[src/rtl/gerador_tom.sv]
// rtl/gerador_tom.sv - square-wave tone generator driven by a one-hot note bus
//
// Ports:
//   clock   in   1   system clock, rising edge
//   reset   in   1   synchronous active-high reset
//   nota    in  12   one-hot note C4..B4 (bit 0 = C4); zero or multi-bit = silence
//   oitava  in   2   octave shift 0..3 (only with GERADOR_TOM_OITAVA_EN defined)
//   buzzer  out  1   50 % duty square wave at the selected note frequency
//   tocando out  1   high while a valid note is being generated
//
// Optional feature macro: GERADOR_TOM_OITAVA_EN
module gerador_tom #(
    parameter int CLK_FREQ = 50_000_000,
    parameter int CNT_W    = 20
) (
    input  logic        clock,
    input  logic        reset,
    input  logic [11:0] nota,
`ifdef GERADOR_TOM_OITAVA_EN
    input  logic [1:0]  oitava,
`endif
    output logic        buzzer,
    output logic        tocando
);

    // CLK_FREQ*50 overflows 32 bits at realistic clock rates, so the division
    // is carried out in 64 bits before truncating to the counter width.
    function automatic logic [CNT_W-1:0] half_of(input logic [63:0] fch);
        return CNT_W'((64'(CLK_FREQ) * 64'd50) / fch);
    endfunction

    localparam logic [CNT_W-1:0] HALF [12] = '{
        half_of(64'd26163), half_of(64'd27718), half_of(64'd29366),
        half_of(64'd31113), half_of(64'd32963), half_of(64'd34923),
        half_of(64'd36999), half_of(64'd39200), half_of(64'd41530),
        half_of(64'd44000), half_of(64'd46616), half_of(64'd49388)
    };

    typedef enum logic {
        SILENCIO = 1'b0,
        TOCANDO  = 1'b1
    } estado_t;

    estado_t          state;
    estado_t          state_next;
    logic [11:0]      nota_r;
    logic [CNT_W-1:0] cnt;
    logic [CNT_W-1:0] half_sel;
    logic [CNT_W-1:0] half_eff;
    logic             nota_valid;
    logic             change;

`ifdef GERADOR_TOM_OITAVA_EN
    logic [1:0]       oitava_r;
    assign change   = (nota != nota_r) || (oitava != oitava_r);
    assign half_eff = half_sel >> oitava_r;
`else
    assign change   = (nota != nota_r);
    assign half_eff = half_sel;
`endif

    assign nota_valid = $onehot(nota);
    assign tocando    = (state == TOCANDO);

    // nota_r is one-hot whenever the state is TOCANDO, so an OR-select is
    // enough to pick the half-period without an encoder.
    always_comb begin
        half_sel = '0;
        for (int i = 0; i < 12; i++) begin
            if (nota_r[i]) begin
                half_sel = half_sel | HALF[i];
            end
        end
    end

    always_comb begin
        state_next = state;
        if (change) begin
            state_next = nota_valid ? TOCANDO : SILENCIO;
        end
    end

    always_ff @(posedge clock) begin
        if (reset) begin
            state  <= SILENCIO;
            nota_r <= '0;
            cnt    <= '0;
            buzzer <= 1'b0;
`ifdef GERADOR_TOM_OITAVA_EN
            oitava_r <= '0;
`endif
        end else begin
            state <= state_next;
            if (change) begin
                // Any change restarts the phase, including at a wrap edge.
                nota_r <= nota;
                cnt    <= '0;
                buzzer <= 1'b0;
`ifdef GERADOR_TOM_OITAVA_EN
                oitava_r <= oitava;
`endif
            end else if (state == TOCANDO) begin
                if (cnt == half_eff - CNT_W'(1)) begin
                    cnt    <= '0;
                    buzzer <= ~buzzer;
                end else begin
                    cnt <= cnt + CNT_W'(1);
                end
            end else begin
                cnt    <= '0;
                buzzer <= 1'b0;
            end
        end
    end

endmodule

[config.mk]
export PLATFORM = sky130hd
export DESIGN_NAME = gerador_tom
export DESIGN_NICKNAME = d
export VERILOG_FILES = /design/src/rtl/gerador_tom.sv
export SDC_FILE = /design/constraint.sdc
export NUM_CORES = 1
export LEC_CHECK = 0
export ABC_AREA = 1
export CORE_MARGIN = 3
export CORE_UTILIZATION = 50
export DETAILED_ROUTE_END_ITERATION = 12
export MAX_ROUTING_LAYER = met4
export PLACE_DENSITY_LB_ADDON = 0.1
export SYNTH_ARGS = -nofsm -noshare
export SYNTH_HDL_FRONTEND = slang
export SYNTH_SLANG_ARGS = --single-unit
[constraint.sdc]
create_clock -name clock -period 5.3 [get_ports clock]
set_input_delay 1.06 -clock clock [delete_from_list [all_inputs] [get_ports clock]]
set_output_delay 1.06 -clock clock [all_outputs]
set_load 0.02 [all_outputs]
## After elaboration in Yosys (flattened, before gate mapping)

Index checks and enable logic that the tools add are counted.

- Add/subtract/negate cells: 13
- Eq/ne operators: 3
- Mux-type cells: 13
- Bitwise gates (word level): 2
- Reductions and logical operators: 2

Operators with widths:

| cell | number |
|---|---|
| $mux 17 | 7 |
| $mux 16 | 5 |
| $add 20x1->20 const B | 1 |
| $eq 20x20->1 | 1 |
| $sub 17x1->18 const B | 1 |
| $add 1x1->2 | 6 |
| $ne 12x12->1 | 1 |
| $add 2x2->3 | 3 |
| $add 3x3->4 | 1 |
| $add 4x3->4 | 1 |
| $eq 4x1->1 const B | 1 |
| $reduce_or 4->1 | 1 |
| $reduce_or 3->1 | 1 |
| $not 1->1 | 2 |
| $mux 1 | 1 |

- Register bits: 34

## Depth between registers and ports, before layout

Gate-level depths: netlist of run 1.

- Word-level depth: 15
- Mapped depth: 18
- Mapped depth without buffers: 18

## Least setup slack after synthesis of run 1

OpenSTA, ideal clock, no wires.

- Path type: in2reg
- From: input port nota[0]
- To: register state, in the netlist tocando
- Setup time: 116 ps
- Arrival: 4030 ps
- Data required time: 5184 ps
- Slack: 1153 ps
- Cell stages on the path: 13
- Cell sequence: fa_1 > fa_1 > inv_1 > fa_1 > fa_1 > inv_1 > ha_1 > fa_1 > inv_1 > nor2_1 > nand3_1 > o21ai_0 > a31o_2

- Longest elaborated chain between the ends: 6
- Elaborated cells between the ends (all ways): 7
- Classes of those cells: add/sub: 4; eq/ne: 2; mux: 1

Ends and longest elaborated chain:

| element | line | source |
|---|---|---|
| start: declaration | 18 | `input logic [11:0] nota,` |
| $add 1x1->2 (not written as such) | 62 | `assign nota_valid = $onehot(nota);` |
| $add 2x2->3 (not written as such) | 62 |  |
| $add 3x3->4 (not written as such) | 62 |  |
| $add 4x3->4 (not written as such) | 62 |  |
| $eq 4x1->1 | 62 |  |
| $mux 1 | 79 | `state_next = nota_valid ? TOCANDO : SILENCIO;` |
| end signal: assignment | 93 | `state <= state_next;` |
| end: declaration | 44 | `estado_t state;` |

Several ways; a longest one is shown, not always the timed one.
A chain may end at the register's enable or synchronous reset.

## Worst setup path after layout of run 1

Same ends and word-level chain as after synthesis.

==> impl_metrics.py, run 1 <==
metrics = {
    "floorplanning": {
        "die_height_microns": 79.8,
        "die_w_microns": 79.8,
        "core_area_sq_mm": 0.00517,
        "start_util_pct": 52.7,
        "io_pins": 16,
        "rows": 26,
        "die-area_sq_mm": 0.00637,
    },
    "route": {
        "drc": 0,
        "ant_nets": 0,
        "top_layer": "met4",
        "wl_met3_microns": 207,
        "drt_pass1_iterations": 4,
        "vias_per_cell": 4.87,
        "vias": 2375,
        "drt-met1-wl_mm": 2.81,
        "drt_iter0_markers": 119,
        "wl_mm": 5.88,
        "wl_met2_mm": 2.70,
        "routedWlPerCell_microns": 12.1,
    },
    "yosys": {
        "synthMuxAreaShare_pct": 0,
        "syn_inst": 399,
        "synth_compound_area_share_pct": 2.66,
        "synth_area_per_cell_sq_um": 6.83,
        "netlist.area_leader.share_pct": 25.0,
        "ys_types": 32,
        "synth_most_common_cell": "nand2_1",
        "synth_edf_count": 0,
        "ys.flop_type": "dfxtp_1",
        "synth.area.top_cells": "dfxtp_1 25%, nand2_1 11%, xor2_1 9.0%",
        "yosys.area.top_type": "dfxtp_1",
        "ys_seq_area_share_pct": 25.0,
        "synthesis.nets": 426,
        "synth_top_family_by_area": "simple AND/OR/NAND/NOR gates",
        "synthXorXnorAreaFrac_pct": 10.6,
        "synthAdderAreaFrac_pct": 7.90,
        "yosys_warnings": 0,
        "synth_simple_gate_area_share_pct": 43.3,
        "synth-seq-cells": 34,
        "ys_async_sr_fraction_pct": 0,
        "ys_top_cells_by_count": "80 x nand2_1, 64 x inv_1, 50 x nor2_1",
        "netlist_area_sq_mm": 0.00272,
    },
    "worst_hold_path": {
        "min-delay-start": "cnt[0]",
        "hold_class": "reg -> reg",
        "hold_depth": 1,
        "min_to": "cnt[0]",
    },
    "setup_path": {
        "r2r_cells": 16,
        "r2r_start": "nota_r[9]",
        "timing.rr.end": "cnt[6]",
        "cp.arrival_ns": 4.68,
        "critPathLaunchType": "primary input",
        "critical_path_class": "in -> reg",
        "r2r_slack_ns": 2.15,
        "setup.worst_path.end_class": "flop",
        "critPathRequiredTime_ns": 5.48,
        "path_max_fanout": 3,
    },
    "global_route": {
        "overflow": 0,
        "grt_first_pass_wirelength_mm": 10.3,
        "grt_util_all_layers_pct": 21.4,
        "grt_pass1_vias": 2305,
        "grt_max_degree": 15,
        "antenna_found_initial": 0,
    },
    "timing": {
        "maxSlewViolCount": 0,
        "hold_viol": 0,
        "setup_violations": 0,
        "skew_ns": 0.00403,
        "worst_pin_slew_ns": 0.709,
        "clock.fmax_mhz": 222,
        "rsz0062_at_grt": "no",
        "min_period_ns": 4.50,
        "timing.setup.tns_ns": 0,
        "slew_headroom_pct": 52.7,
        "period_share_pct": 84.8,
    },
    "clock_network": {
        "h-tree-depth": 2,
        "clk_pin_slew_worst_paths_ns": 0.07,
        "cts-root-buf": "clkbuf_8",
        "post_cts_resized": 0,
        "cts_hold_buf": 0,
        "post_cts_buffers": 0,
        "cts.sinks": 34,
        "cts_made_buffers": 5,
        "cts_buffer_depth": 2,
        "insertion_delay_ns": 0.29,
        "cts_tree": "done",
    },
    "flow_run": {
        "maxCapViolations": 0,
    },
    "placement": {
        "gp_congestion": 0.881,
        "placedCellCount": 481,
        "port_buffers": 15,
        "hpwl_mm": 4.82,
    },
    "pwr": {
        "power.density_mw_per_mm2": 209,
        "vdd_drop_max_uv": 147,
        "leakage_uw": 0.00129,
        "power.total_uw": 628,
    },
    "final_layout": {
        "syn_to_final_growth_pct": 10.5,
        "num_antenna_cells": 0,
        "multi_input_area_sq_mm": 0.00175,
        "regArea_sq_um": 681,
        "final_nets": 445,
        "instances_no_fill": 488,
        "fillers": 511,
        "layout-drive-gt1-share_pct": 13.9,
    },
    "status": {
        "status": "finished clean",
    },
}
-- cell type report --
| cell class | instances | area share [%] |
|---|---|---|
| Inverter | 67 | 8.35 |
| Clock buffer | 5 | 2.29 |
| Sequential cell | 34 | 22.6 |
| Tap cell | 70 | 2.91 |
| Multi-Input combinational cell | 294 | 58.3 |
| Timing Repair Buffer | 16 | 5.24 |
| Clock inverter | 2 | 0.333 |
-- worst max-delay path, stage by stage --
cell             delay (ns)
clkdlybuf4s50_1        0.48
fa_1                   0.53
fa_1                   0.53
inv_1                  0.05
fa_1                   0.45
fa_1                   0.50
inv_1                  0.04
ha_1                   0.20
fa_1                   0.38
inv_1                  0.06
nor2_1                 0.03
nand3_1                0.05
o21ai_0                0.08
a31o_2                 0.24
-- power by group --
group	switching (uW)	internal, uW	leakage, uW
Sequential	8.67	262	0.000277
Clock	93.0	88.1	0.0000438
Combinational	101	74.6	0.000966
-- layer usage --
metal	global-route usage, %	up-vias
met2	35.4	45
li1	-	1271
met5	-	-
met3	3.72	15
met1	26.1	1044
met4	8.11	0
-- sequential cells by signal, summed over array words and instances (netlist names) --
signal and flops:
cnt 20, nota_r 12, buzzer 1, tocando 1
-- cell usage in the layout (no fill, tap or decap) --
master	n
xnor2_1	3
o21ai_2	1
xor2_1	28
nand3b_1	3
nor2_8	1
nor3_1	9
o21ai_0	4
a21o_1	1
nand3_1	39
nor2_4	8
o31ai_1	1
inv_1	64
ha_1	6
inv_2	3
nand2_2	4
nor2_1	50
a31o_2	1
nor3b_1	2
nor4_1	3
clkinv_2	2
buf_4	1
nand2_4	2
nand4_1	7
xor2_2	1
fa_1	7
nand2_1	80
a21oi_1	4
clkdlybuf4s50_1	15
or2_2	1
nor3_2	1
nor2_2	25
nand3_2	2
dfxtp_1	34
clkbuf_8	5
-- stage by stage --
stage          setup slack (ns)  cell area (sq um)  hold slack, ns  util [%]
4_1_cts                   0.781               3010           0.495      58.2
2_1_floorplan              1.15               2720           0.450         -
3_3_place_gp              0.575               2930           0.475      56.7
3_5_place_dp              0.482               2930           0.480      56.7
5_1_grt                   0.618               3010           0.531      58.2
6_report                  0.803               3010           0.496      58.2
-- cell families after synthesis --
| logic type | count (synthesis) |
|---|---|
| and+or+nand+nor | 237 |
| buffers and inverters | 71 |
| DFF | 34 |
| xor gates and xnor gates | 32 |
| adders and majority gates | 13 |
| AOI/OAI and AO/OA | 12 |
-- worst max-delay path by stage --
stage	from	end	cells after the start
after floorplan	nota[0]	tocando	13
after global placement	nota[0]	tocando	14
after detailed placement	nota[0]	tocando	14
after CTS	nota[0]	tocando	11
after global routing	nota[0]	tocando	11
final	nota[0]	tocando	14
Note: power is estimated with default switching activity, not from simulation.
==> run 2, diff against run 1 <==
clock period = 4.1 ns   (was 5.3 ns; I/O delays follow)
==> impl_metrics.py, run 2 (synthesis gave the netlist of run 1 again) <==
metrics = {
    "clock_network": {
        "cts.sinks": 34,
        "clk_pin_slew_worst_paths_ns": 0.07,
        "cts_hold_buf": 0,
        "insertion_delay_ns": 0.29,
        "h-tree-depth": 2,
        "post_cts_buffers": 0,
        "cts_made_buffers": 5,
        "cts_buffer_depth": 2,
        "cts-root-buf": "clkbuf_8",
        "post_cts_resized": 9,
        "cts_tree": "done",
    },
    "final_layout": {
        "final_nets": 454,
        "layout_common_cells": "80 x nand2_1, 64 x inv_1, 50 x nor2_1",
        "final_core_util_pct": 59.8,
        "top_regs": "cnt: 20 flops, nota_r: 12 flops",
        "largest_register": "cnt",
        "mostFrequentLayoutCell": "nand2_1",
        "syn_to_final_growth_pct": 13.6,
        "fillers": 527,
        "largest_reg_flops": 20,
        "layout-drive-gt1-share_pct": 16.4,
        "num_antenna_cells": 0,
    },
    "placement": {
        "port_buffers": 15,
        "gp_congestion": 0.905,
        "hpwl_mm": 4.89,
    },
    "floorplanning": {
        "die_w_microns": 79.8,
        "core_area_sq_mm": 0.00517,
        "die_height_microns": 79.8,
        "io_pins": 16,
        "die-area_sq_mm": 0.00637,
        "start_util_pct": 52.7,
        "rows": 26,
    },
    "pwr": {
        "clockPowerShare_pct": 30.9,
        "vdd_drop_max_uv": 186,
        "p_switching_uw": 279,
        "power.density_mw_per_mm2": 278,
        "p_int_uw": 580,
        "p_sw_share_pct": 32.4,
        "leakage_uw": 0.00134,
        "combPwrFrac_pct": 28.3,
        "seq_power_share_pct": 40.8,
    },
    "timing": {
        "hold_viol": 0,
        "worst_pin_slew_ns": 0.538,
        "maxSlewViolCount": 0,
        "setup_violations": 0,
        "rsz0062_at_grt": "no",
        "slew_headroom_pct": 64.0,
        "min_period_ns": 3.95,
        "timing.hold.ws_ns": 0.492,
        "skew_ns": 0.00362,
        "clock.fmax_mhz": 253,
        "period_share_pct": 96.2,
    },
    "setup_path": {
        "critPathLaunchType": "primary input",
        "critical_path_class": "in -> reg",
        "cp.arrival_ns": 4.14,
        "path_max_fanout": 2,
        "critPathRequiredTime_ns": 4.29,
        "setup.worst_path.end_class": "flop",
        "r2r_slack_ns": 1.38,
    },
    "route": {
        "routedWlPerCell_microns": 12.1,
        "vias": 2437,
        "drt_pass1_iterations": 4,
        "drt-met1-wl_mm": 2.77,
        "top_layer": "met4",
        "wl_mm": 6.02,
        "wl_met2_mm": 2.92,
        "drc": 0,
        "ant_nets": 0,
        "vias_per_cell": 4.89,
        "drt_iter0_markers": 103,
        "wl_met3_microns": 179,
    },
    "status": {
        "status": "finished clean",
    },
    "global_route": {
        "overflow": 0,
        "grt_first_pass_wirelength_mm": 10.2,
        "grt_util_all_layers_pct": 21.1,
        "grt_pass1_vias": 2346,
        "antenna_found_initial": 0,
        "grt_max_degree": 21,
    },
    "worst_hold_path": {
        "hold_class": "reg -> reg",
    },
    "flow_run": {
        "maxCapViolations": 0,
    },
}
run 2: changes by cell type in the layout (fill, tap and decap cells not counted), sizes merged:
cell	delta
clkbuf	+2
clkinv	-1
clkdlybuf4s50	-6
dlygate4sd2	+6
buf	+9
run 2: cell type report:
cell class	count	area, sq um	area share, %
Multi-Input combinational cell	294	1770	57.1
Inverter	67	251	8.13
Tap cell	70	87.6	2.83
Timing Repair Buffer	25	218	7.04
Clock inverter	1	5.00	0.162
Sequential cell	34	681	22.0
Clock buffer	7	86.3	2.79
run 2: per-layer routing:
metal / up-vias / track usage (%)
li1: 1287 / -
met1: 1100 / 24.6
met2: 38 / 36.6
met3: 12 / 3.61
met4: 0 / 7.60
met5: - / -
run 2: power groups by stage:
stage          logic [uW]  clock network (uW)  registers (uW)
2_1_floorplan         164                   0             359
3_3_place_gp          231                   0             358
3_5_place_dp          236                   0             358
4_1_cts               244                 271             351
5_1_grt               281                 285             352
6_report              243                 265             351
run 2: critical path, cell delays in order:
cell and delay (ns):
dlygate4sd2_1 0.26, fa_1 0.51, fa_1 0.52, inv_1 0.05, fa_1 0.45, fa_1 0.49
inv_1 0.04, ha_2 0.18, fa_2 0.53, nor4_2 0.04, a31o_2 0.26
run 2: path summary, 6_finish.rpt:
check / depth (start not counted) / endpoint / from
max reg2reg: 16 / cnt[4] / nota_r[9]
min reg2reg: 1 / cnt[0] / cnt[0]
min: 1 / cnt[0] / cnt[0]
max: 11 / tocando / nota[3]
run 2: stage by stage:
step	setup slack, ns	instances	power, uW	area [sq um]	TNS (ns)
after CTS	0.143	498	866	3090	0
after global placement	-0.343	490	589	3000	-0.343
after detailed placement	-0.413	490	594	3000	-0.413
after floorplan	0.193	399	523	2720	0
final	0.154	498	859	3090	0
after global routing	0.0380	498	918	3090	0
==> run 3, diff against run 2 <==
CTS_CLUSTER_DIAMETER = 50   (was unset)
==> results of run 3 <==
Final layout, timing and power as in run 2 (identical DEF).
==> RTL edit (flow settings as in run 1) <==
Change the parameter `CNT_W` from 20 to 10.
--- a/src/rtl/gerador_tom.sv
+++ b/src/rtl/gerador_tom.sv
@@ -11,7 +11,7 @@
 // Optional feature macro: GERADOR_TOM_OITAVA_EN
 module gerador_tom #(
     parameter int CLK_FREQ = 50_000_000,
-    parameter int CNT_W    = 20
+    parameter int CNT_W    = 10
 ) (
     input  logic        clock,
     input  logic        reset,
Behaviour: same outputs for any inputs over 10 cycles, from zero or initial values and one cycle with reset high; that may be too few to reach the edited logic, so the function may still have changed.
==> RTL edit against run 1 <==
- design area fell by 29%
- worst setup slack improved by 0.022 ns
- synthesized area fell by 31%
- routed wire length fell by 35%
- critical endpoint unchanged
- sequential cell count fell by 10
- final cell count fell by 28%
- power fell by 18%
- sequential share of layout area fell by 0.19 points
==> RTL edit: results (changes against run 1) <==
status: "finished clean"
antenna_cells: 0  # unchanged
synth_cell_type_count: 26  # -19%
internal_power_uw: 358  # -16%
grt_pass1_vias: 1578  # -32%
vias_per_cell: 4.79  # -1.6%
cts_made_buffers: 3  # -2
ys_warn_count: 0  # unchanged
post-cts-setup-buffers: 0  # unchanged
clk_pin_slew_ns: 0.10  # +0.03 ns
grt_pass1_wl_mm: 6.89  # -33%
gp_congestion: 0.888  # +0.84%
drive_gt1_share_pct: 9.48  # -4.4 points
ctsResizeCount: 0  # unchanged
hpwl_mm: 3.23  # -33%
drt-initial-drc-count: 68  # -43%
synthAdderAreaFrac_pct: 11.5  # +3.6 points
placement.io_buffers: 15  # unchanged
yosys-top-cells-count: "nand2_1 (82), inv_1 (55), nor2_1 (36)"
reg_top3: "nota_r x12, cnt x10"
cts_max_level: 1  # -1
async_flop_share_pct: 0  # unchanged
cts_root_buffer: "clkbuf_8"
wl_mm: 3.84  # -35%
cts_max_path_buffers: 2  # unchanged
cp_max_fo: 3  # unchanged
final_nets: 334  # -25%
grt_max_degree: 15  # unchanged
synthTopCellsByArea: "dfxtp_1 (26%), nand2_1 (16%), inv_1 (11%)"
power.leakage_nw: 1.02  # -21%
cp.arrival_ns: 4.69  # about the same
postPlaceCellArea_um2: 2070  # -29%
synth_mux_area_share_pct: 0.534  # +0.53 points
grt_antenna_before_repair: 0  # unchanged
grt_usage_pct: 20.8  # -0.64 points
synth.net_count: 316  # -26%
ys_seq_area_share_pct: 25.7  # +0.66 points
drtPass1Iterations: 4  # unchanged
synth_compound_area_share_pct: 1.07  # -1.6 points
timing.slew.headroom_pct: 67.8  # +15 points
synth_xor_area_share_pct: 7.48  # -3.1 points
clk_latency_ns: 0.28
min_path_type: "register to register"
synth_ff_type: "dfxtp_1"
clock_skew_ns: 0.0113  # +0.00730 ns
ir_drop_v: 0.000129  # -12%
==> RTL edit: cell types whose count changed after synthesis, sizes merged, moves of 3 or more <==
cell          run 1  this run
dfxtp            34        24
o21ai             5         2
xnor2             3         7
nor2             84        51
nor4              3         0
xor2             29         9
nand3            41        14
buf               3         0
inv              67        55
nor3             10         7
==> RTL edit: power groups by stage <==
stage / registers, mW / clock network, mW / logic, mW
floorplan: 0.200 / 0 / 0.110
global placement: 0.199 / 0 / 0.149
detailed placement: 0.199 / 0 / 0.154
CTS: 0.195 / 0.169 / 0.155
global route: 0.196 / 0.178 / 0.179
finish: 0.195 / 0.164 / 0.156
==> RTL edit: cell type report <==
type	count	area, µm²
Clock inverter	1	30.0
Sequential cell	24	480
Fill cell	358	1330
Tap cell	46	57.6
Timing Repair Buffer	15	150
Clock buffer	3	41.3
Inverter	56	210
Multi-Input combinational cell	207	1170
==> RTL edit: final timing paths <==
| path | cells past startpoint | to | slack, ns | startpoint |
|---|---|---|---|---|
| worst max register to register | 15 | cnt[6] | 3.06 | nota_r[11] |
| worst min register to register | 1 | cnt[0] | 0.49 | cnt[0] |
| worst min-delay path | 1 | cnt[0] | 0.49 | cnt[0] |
| worst max-delay path | 12 | tocando | 0.83 | nota[0] |
==> RTL edit: kinds of logic after synthesis <==
kind of cell,Yosys count
mux,1
fa+ha+maj,13
buf+inv,58
flops,24
xor+xnor,16
simple gates,173
compound gates,4
==> RTL edit: stage by stage <==
stage / hold slack (ns) / total power, mW / setup slack (ns) / util, % / instances
3_5_place_dp: 0.479 / 0.354 / 0.581 / 59.7 / 348
5_1_grt: 0.556 / 0.554 / 0.715 / 61.8 / 352
6_report: 0.488 / 0.515 / 0.826 / 61.8 / 352
2_1_floorplan: 0.438 / 0.310 / 1.23 / - / 289
3_3_place_gp: 0.462 / 0.348 / 0.674 / 59.7 / 348
4_1_cts: 0.503 / 0.519 / 0.862 / 61.8 / 352
==> RTL edit: critical path, cell delays in order <==
cell             delay [ns]
clkdlybuf4s50_1        0.48
fa_1                   0.52
fa_1                   0.51
inv_1                  0.05
fa_1                   0.45
fa_1                   0.50
inv_1                  0.04
ha_1                   0.20
fa_1                   0.44
nor3b_1                0.24
nand4_1                0.12
nand2_1                0.06
==> RTL edit: layer usage <==
layer	vias up	track usage [%]	wire length (µm)
li1	905	-	-
met1	741	24.8	1840
met2	32	35.5	1820
met3	7	2.50	111
met4	0	8.10	70
met5	-	-	0
